File: src/rtl/alu_pkg.sv
// Shared types and constants for the iterative divider beside the ALU.
package alu_pkg;

    localparam int unsigned DIV_WIDTH   = 32;
    localparam int unsigned DIV_LATENCY = DIV_WIDTH + 2;

    typedef enum logic [1:0] {
        DIV  = 2'b00,
        DIVU = 2'b01,
        REM  = 2'b10,
        REMU = 2'b11
    } div_op_t;

    typedef enum logic [1:0] {
        IDLE  = 2'b00,
        ITER  = 2'b01,
        FIXUP = 2'b10,
        DONE  = 2'b11
    } div_state_t;

endpackage

File: src/rtl/div_step.sv
// One restoring-division step: trial subtract of the shifted partial remainder, restore on borrow.
module div_step #(
    parameter int unsigned WIDTH = 32
) (
    input  logic [WIDTH:0]   rem_shift_in,
    input  logic [WIDTH-1:0] divisor_in,
    output logic [WIDTH-1:0] next_rem,
    output logic             q_bit
);

    logic [WIDTH:0] trial;

    // rem_shift_in < 2*divisor always holds, so bit WIDTH of the trial is its exact sign.
    always_comb begin
        trial    = rem_shift_in - {1'b0, divisor_in};
        q_bit    = ~trial[WIDTH];
        next_rem = q_bit ? trial[WIDTH-1:0] : rem_shift_in[WIDTH-1:0];
    end

endmodule

File: src/rtl/seq_divider.sv
// Iterative restoring divider for RV32M DIV/DIVU/REM/REMU; one quotient bit per cycle.
module seq_divider
    import alu_pkg::*;
#(
    parameter int unsigned WIDTH = 32
) (
    input  logic             clk_in,
    input  logic             reset_in,
    input  logic             start_in,
    input  logic [1:0]       op_in,
    input  logic [WIDTH-1:0] dividend_in,
    input  logic [WIDTH-1:0] divisor_in,
    output logic             busy_out,
    output logic             done_out,
    output logic [WIDTH-1:0] result_out
);

    localparam int unsigned CntW = $clog2(WIDTH);
    localparam logic [WIDTH-1:0] MinNeg = {1'b1, {(WIDTH-1){1'b0}}};

    div_state_t       state_q, state_d;
    logic [CntW-1:0]  cnt_q, cnt_d;
    logic [WIDTH-1:0] rem_q, rem_d;
    logic [WIDTH-1:0] quot_q, quot_d;
    logic [WIDTH-1:0] divisor_q, divisor_d;
    logic [WIDTH-1:0] result_q, result_d;
    logic             is_rem_q, is_rem_d;
    logic             neg_quot_q, neg_quot_d;
    logic             neg_rem_q, neg_rem_d;

    div_op_t          op;
    logic             signed_op;
    logic             sign_a, sign_b;
    logic [WIDTH-1:0] abs_a, abs_b;
    logic             div_zero, overflow;
    logic [WIDTH-1:0] step_rem;
    logic             step_q;

    div_step #(
        .WIDTH(WIDTH)
    ) u_div_step (
        .rem_shift_in({rem_q, quot_q[WIDTH-1]}),
        .divisor_in  (divisor_q),
        .next_rem    (step_rem),
        .q_bit       (step_q)
    );

    always_comb begin
        op        = div_op_t'(op_in);
        signed_op = (op == DIV) || (op == REM);
        sign_a    = signed_op & dividend_in[WIDTH-1];
        sign_b    = signed_op & divisor_in[WIDTH-1];
        abs_a     = sign_a ? -dividend_in : dividend_in;
        abs_b     = sign_b ? -divisor_in : divisor_in;
        div_zero  = (divisor_in == '0);
        overflow  = signed_op && (dividend_in == MinNeg) && (divisor_in == '1);
    end

    always_comb begin
        state_d    = state_q;
        cnt_d      = cnt_q;
        rem_d      = rem_q;
        quot_d     = quot_q;
        divisor_d  = divisor_q;
        result_d   = result_q;
        is_rem_d   = is_rem_q;
        neg_quot_d = neg_quot_q;
        neg_rem_d  = neg_rem_q;

        unique case (state_q)
            IDLE: begin
                if (start_in) begin
                    is_rem_d  = (op == REM) || (op == REMU);
                    divisor_d = abs_b;
                    cnt_d     = '0;
                    // Special cases preload final values and disable negation in FIXUP.
                    if (div_zero) begin
                        quot_d     = '1;
                        rem_d      = dividend_in;
                        neg_quot_d = 1'b0;
                        neg_rem_d  = 1'b0;
                        state_d    = FIXUP;
                    end else if (overflow) begin
                        quot_d     = MinNeg;
                        rem_d      = '0;
                        neg_quot_d = 1'b0;
                        neg_rem_d  = 1'b0;
                        state_d    = FIXUP;
                    end else begin
                        quot_d     = abs_a;
                        rem_d      = '0;
                        neg_quot_d = sign_a ^ sign_b;
                        neg_rem_d  = sign_a;
                        state_d    = ITER;
                    end
                end
            end
            ITER: begin
                rem_d  = step_rem;
                quot_d = {quot_q[WIDTH-2:0], step_q};
                cnt_d  = cnt_q + 1'b1;
                if (cnt_q == CntW'(WIDTH - 1)) begin
                    state_d = FIXUP;
                end
            end
            FIXUP: begin
                if (is_rem_q) begin
                    result_d = neg_rem_q ? -rem_q : rem_q;
                end else begin
                    result_d = neg_quot_q ? -quot_q : quot_q;
                end
                state_d = DONE;
            end
            DONE: begin
                state_d = IDLE;
            end
            default: begin
                state_d = IDLE;
            end
        endcase
    end

    always_ff @(posedge clk_in) begin
        if (reset_in) begin
            state_q    <= IDLE;
            cnt_q      <= '0;
            rem_q      <= '0;
            quot_q     <= '0;
            divisor_q  <= '0;
            result_q   <= '0;
            is_rem_q   <= 1'b0;
            neg_quot_q <= 1'b0;
            neg_rem_q  <= 1'b0;
        end else begin
            state_q    <= state_d;
            cnt_q      <= cnt_d;
            rem_q      <= rem_d;
            quot_q     <= quot_d;
            divisor_q  <= divisor_d;
            result_q   <= result_d;
            is_rem_q   <= is_rem_d;
            neg_quot_q <= neg_quot_d;
            neg_rem_q  <= neg_rem_d;
        end
    end

    always_comb begin
        busy_out   = (state_q != IDLE);
        done_out   = (state_q == DONE);
        result_out = result_q;
    end

endmodule

File: config.mk
export PLATFORM = sky130hd
export DESIGN_NAME = seq_divider
export DESIGN_NICKNAME = d
export VERILOG_FILES = /design/src/rtl/alu_pkg.sv /design/src/rtl/div_step.sv /design/src/rtl/seq_divider.sv
export SDC_FILE = /design/constraint.sdc
export NUM_CORES = 1
export LEC_CHECK = 0
export BUFFER_PORTS_ARGS = -buffer_cell sky130_fd_sc_hd__clkbuf_2
export CORE_ASPECT_RATIO = 1.75
export CORE_MARGIN = 2
export CORE_UTILIZATION = 55
export CTS_CLUSTER_DIAMETER = 120
export CTS_CLUSTER_SIZE = 14
export DETAILED_ROUTE_END_ITERATION = 7
export PLACE_DENSITY_LB_ADDON = 0.15
export SLEW_MARGIN = 30
export SYNTH_ARGS = -nofsm -noshare
export SYNTH_HDL_FRONTEND = slang
export SYNTH_SLANG_ARGS = --single-unit
File: constraint.sdc
create_clock -name clk_in -period 8.3 [get_ports clk_in]
set_clock_uncertainty 0.05 [all_clocks]
set_input_delay 0.83 -clock clk_in [delete_from_list [all_inputs] [get_ports clk_in]]
set_output_delay 0.83 -clock clk_in [all_outputs]
set_load 0.01 [all_outputs]
=== Word level (Yosys, flattened, before mapping) ===
Cells that the tools add are included.

* Flip-flop bits (word level): 138
* Bits in latches: 0
* RAM bits: 0
* Bits in read-only memories: 0
* Logic and storage cells: 65
* Memories kept: 0

* $add $sub $neg: 6
* $mul: 0
* Divide/modulo/power cells: 0
* $lt $le $gt $ge: 0
* Equality and inequality tests: 10
* Shift-type cells: 0
* Mux-type cells: 24
* Bitwise gates (word level): 4
* Reduce and logical (&&, ||, !) cells: 12

{| class="wikitable"
|+ Operators by type and width
! cell !! number
|-
| $mux 32 || 11
|-
| $neg 32->32 || 4
|-
| $pmux 32 s2 || 2
|-
| $eq 32x32->1 const B || 2
|-
| $sub 33x32->33 || 1
|-
| $logic_not 32->1 || 1
|-
| $pmux 5 s2 || 1
|-
| $eq 2x2->1 const B || 4
|-
| $mux 2 || 4
|-
| $pmux 2 s4 || 1
|-
| $reduce_and 2->1 || 3
|-
| $add 5x1->5 const B || 1
|-
| $eq 5x5->1 const B || 1
|-
| $mux 5 || 1
|-
| $logic_not 2->1 || 2
|-
| $mux 1 || 4
|-
| $ne 2x2->1 const B || 2
|-
| $reduce_bool 2->1 || 2
|-
| $and 1x1->1 || 2
|-
| $eq 2x1->1 const B || 1
|-
| $logic_and 1x1->1 || 2
|-
| $logic_or 1x1->1 || 2
|-
| $not 1->1 || 1
|-
| $xor 1x1->1 || 1
|}

=== Logic depth before layout (Yosys ltp) ===
* Depth after elaboration: 8
* Gate-level depth with buffers: 13

=== Cells and area by module ===
Synthesis repeated with hierarchy kept, for this count alone.

* Cell total of the unflattened synthesis: 1453
* Area total of the unflattened synthesis: 11006.8 µm²

{| class="wikitable"
|+ By module, submodules not included
! module !! instances !! cells each !! area each (µm²) !! sequential area each (µm²)
|-
| seq_divider || 1 || 1142 || 8750.9 || 2762.6
|-
| div_step || 1 || 311 || 2255.9 || 0.0
|}

=== Worst setup path before layout ===
Ideal clock, no wire load.

* Path kind: reg-to-reg
* Start: register rem_q[0]
* End: register rem_q[13]
* Setup time: 0.134 ns
* Arrival: 3.293 ns
* Path slack: 4.823 ns
* Cell stages (with the launch flop): 14
* Clock period less this slack: 3.477 ns
* Cell sequence: dfxtp_1 > clkbuf_1 > inv_1 > fa_1 > nand2b_1 > a21oi_1 > o21a_1 > o2111ai_1 > o41ai_2 > a311oi_2 > xnor2_2 > buf_2 > mux2i_1 > o22ai_1

* Longest elaborated chain between the ends: 3

{| class="wikitable"
|+ Ends and longest elaborated chain
! element !! line !! RTL
|-
| from (decl) || seq_divider.sv:23 || <nowiki>logic [WIDTH-1:0] rem_q, rem_d;</nowiki>
|-
| from (signal assigned) || seq_divider.sv:137 || <nowiki>rem_q <= rem_d;</nowiki>
|-
| $sub 33x32->33 || div_step.sv:15 || <nowiki>trial = rem_shift_in - {1'b0, divisor_in};</nowiki>
|-
| $mux 32 || div_step.sv:17 || <nowiki>next_rem = q_bit ? trial[WIDTH-1:0] : rem_shift_in[WIDTH-1:0];</nowiki>
|-
| $pmux 32 s2 || seq_divider.sv:70 || <nowiki>unique case (state_q)</nowiki>
|}

Every way passes these cells.
A chain may end at the register's enable or synchronous reset.

=== Worst setup path after layout ===
* Start: register quot_q[31]
* End: register rem_q[31]

* Longest elaborated chain between the ends: 3

{| class="wikitable"
|+ Ends and longest elaborated chain
! element !! line !! RTL
|-
| from (decl) || seq_divider.sv:24 || <nowiki>logic [WIDTH-1:0] quot_q, quot_d;</nowiki>
|-
| from (signal assigned) || seq_divider.sv:138 || <nowiki>quot_q <= quot_d;</nowiki>
|-
| $sub 33x32->33 || div_step.sv:15 ||
|-
| $mux 32 || div_step.sv:17 ||
|-
| $pmux 32 s2 || seq_divider.sv:70 ||
|}

Every way passes these cells.

==> flow_metrics.env <==
export IMPL_timing_final_crit_share=0.501
export IMPL_grt_pass1_wl_um=48400
export IMPL_globalplace_congestion=0.982
export IMPL_wl_um=29500
export IMPL_worstPathCellList="inv_1 > ha_1 > fa_1 > nand2b_1 > a21oi_1 > o21a_1 > o2111ai_1 > o41ai_2 > a311oi_2 > xor2_2 > a2bb2oi_1 > a2111oi_0"
export IMPL_async_flop_share=0
export IMPL_finalNonFillerCells=1656
export IMPL_critPathMaxFanout=13
export IMPL_worst_setup_path_type="flip-flop to flip-flop"
export IMPL_holdBufCountCts=0
export IMPL_layout_drive_gt1_share=0.122
export IMPL_syn2layout_area_growth_pct=11.4
export IMPL_cp_start_kind="flip-flop"
export IMPL_ys_seq_area_frac=0.265
export IMPL_h_tree_depth=4
export IMPL_syn_area_um2=10400
export IMPL_ir_drop_uv=242
export IMPL_fp_row_count=66
export IMPL_min_period_ns=4.16
export IMPL_pin_count=103
export IMPL_rsz0062_at_grt="no"
export IMPL_grt_overflow=0
export IMPL_status="finished clean"
export IMPL_worst_slew_pin_slew_ns=0.934
export IMPL_cts_buffers=17
export IMPL_leakagePower_nw=4.50
export IMPL_via_per_inst=6.15
export IMPL_dieArea_um2=20100
export IMPL_start_util=0.560
export IMPL_grt_pass1_vias=9720
export IMPL_dp_cells=1624
export IMPL_relSlewSlack=0.376
export IMPL_maxCapViolCount=0
export IMPL_final_common_cell="nor2_1"
export IMPL_cts_resized=0
export IMPL_cts_sinks=138
export IMPL_dp_hpwl_um=22300
export IMPL_slew_violations=0
export IMPL_clk_path_buf_depth=2
export IMPL_min_from="is_rem_q"
export IMPL_synth_flop_cell="dfxtp_1"
export IMPL_slowest_delay_ns=0.59
export IMPL_antenna_found_initial=0
export IMPL_vias=10180
export IMPL_dr_pass1_iters=5
export IMPL_clockRootBuffer="clkbuf_16"
export IMPL_design_area_um2=11600
export IMPL_final_setup_tns_ns=0
export IMPL_place_ws_ns=3.86
export IMPL_ant_nets=0
export IMPL_fillers=1770
export IMPL_finalSetupViolations=0
export IMPL_drcViolationCount=0
export IMPL_crit_path_top_delay_cell="o41ai_2"
export IMPL_track_usage=0.302
export IMPL_timing_rr_start="quot_q[31]"
export IMPL_powerDensity_nw_per_um2=340
export IMPL_clkLatencyLatePin_ns=0.44
export IMPL_hold_class="flip-flop to flip-flop"
export IMPL_grt_max_degree=78
export IMPL_fin_ws_ns=4.14
export IMPL_synthCells=1358
export IMPL_ys_seq_elements=138
export IMPL_cts_setup_buffers=0
export IMPL_finalHoldViolCount=0
export IMPL_io_buffer_count=102
export IMPL_arrival_ns=4.42
export IMPL_synth_cell_types=69
export IMPL_crit_path_start="quot_q[31]"
export IMPL_yosysWarnings=0
export IMPL_dpl_instance_area_um2=10900
export IMPL_drtIter0Drc=696
export IMPL_clkTransAtPathRegs_ns=0.07
export IMPL_endpoint_kind="flip-flop"
export IMPL_crit_buf_inv=1
export IMPL_synth_area_per_cell_um2=7.66
export IMPL_synth_fp_nets=1471
export IMPL_cp_required_ns=8.56
export IMPL_path_delay_family="compound AO/OA/AOI/OAI gates"
export IMPL_nets=1518
export IMPL_final_cell_mix="nor2_1 (171), dfxtp_1 (136), a21oi_1 (103), clkbuf_2 (101), nand2_1 (85)"
export IMPL_die_w_um=108
export IMPL_routedWlPerCell_um=17.8
export IMPL_diodes=0
export IMPL_cts_tree="done"
export IMPL_die_h_um=186
export IMPL_core_area_um2=18600
export IMPL_synth_edf_count=0
export IMPL_max_freq_mhz=240
[metrics by stage]
stage / power [mW] / util / hold slack, ns
floorplan: 2.60 / - / 0.382
global placement: 3.06 / 0.589 / 0.393
detailed placement: 3.10 / 0.589 / 0.401
CTS: 3.92 / 0.623 / 0.410
global route: 4.24 / 0.624 / 0.428
finish: 3.94 / 0.624 / 0.406
[where the power goes]
group	leakage [nW]	total [mW]	switching, mW	internal [mW]
sequential	1.13	1.03	0.208	0.825
clock	0.302	0.819	0.303	0.517
combinational	3.07	2.09	1.28	0.812
[layout make-up]
type,count,area [um2],share of cell area
multi-input combinational,1083,7110,0.613
sequential,138,2770,0.239
timing repair buffer,113,596,0.0514
clock buffer,20,457,0.0394
tap,238,298,0.0257
inverter,52,195,0.0168
clock inverter,12,171,0.0148
[worst reg2reg max path, delay by kind of cell, from the launching register on]
family | cells | cell delay (ns)
compound gates | 7 | 2.04
flops | 1 | 0.40
fa+ha+maj | 2 | 0.66
xor+xnor | 1 | 0.59
simple gates | 1 | 0.18
buf+inv | 1 | 0.11
[logic make-up after synthesis]
group / share of synthesized area
AOI/OAI and AO/OA: 0.271
xor gates and xnor gates: 0.119
adders and majority gates: 0.0536
buffers and inverters: 0.0548
and+or+nand+nor: 0.195
muxes: 0.0414
DFF: 0.265
[worst paths after layout]
path / cells after the start / slack [ns] / end
worst max-delay path: 12 / 4.14 / rem_q[31]
worst max register to register: 12 / 4.14 / rem_q[31]
worst min-delay path: 2 / 0.41 / is_rem_q
worst min register to register: 2 / 0.41 / is_rem_q
[flip-flops by register name (all words and copies together) (netlist names)]
signal      count
cnt_q           5
divisor_q      32
is_rem_q        1
neg_quot_q      1
neg_rem_q       1
quot_q         32
rem_q          32
result_out     32
state_q         2
[per-layer routing]
layer  part of all wire  vias to the layer above  GRT usage
li1                   -                     5046          -
met1               0.39                     4685      0.346
met2               0.52                      349      0.549
met3              0.051                      100     0.0371
met4              0.042                        0      0.142
met5                  0                        -          0
[synthesized netlist by cell type (16+ instances only)]
cell type,number,area (um2)
xor2_1,67,587
a21oi_1,103,515
nand2b_1,22,138
dfxtp_1,138,2760
a21o_1,20,150
o31ai_1,27,203
nor3_1,31,155
nor4_1,16,100
nand2_1,85,319
o21ai_0,81,405
mux2i_1,43,430
a31oi_1,17,106
inv_1,52,195
o22ai_1,26,163
nor2_1,172,646
a22oi_1,37,278
xnor2_1,73,639
clkbuf_1,66,248
a211oi_1,50,375
ha_1,43,538
Power figures use the tool's default switching activity.
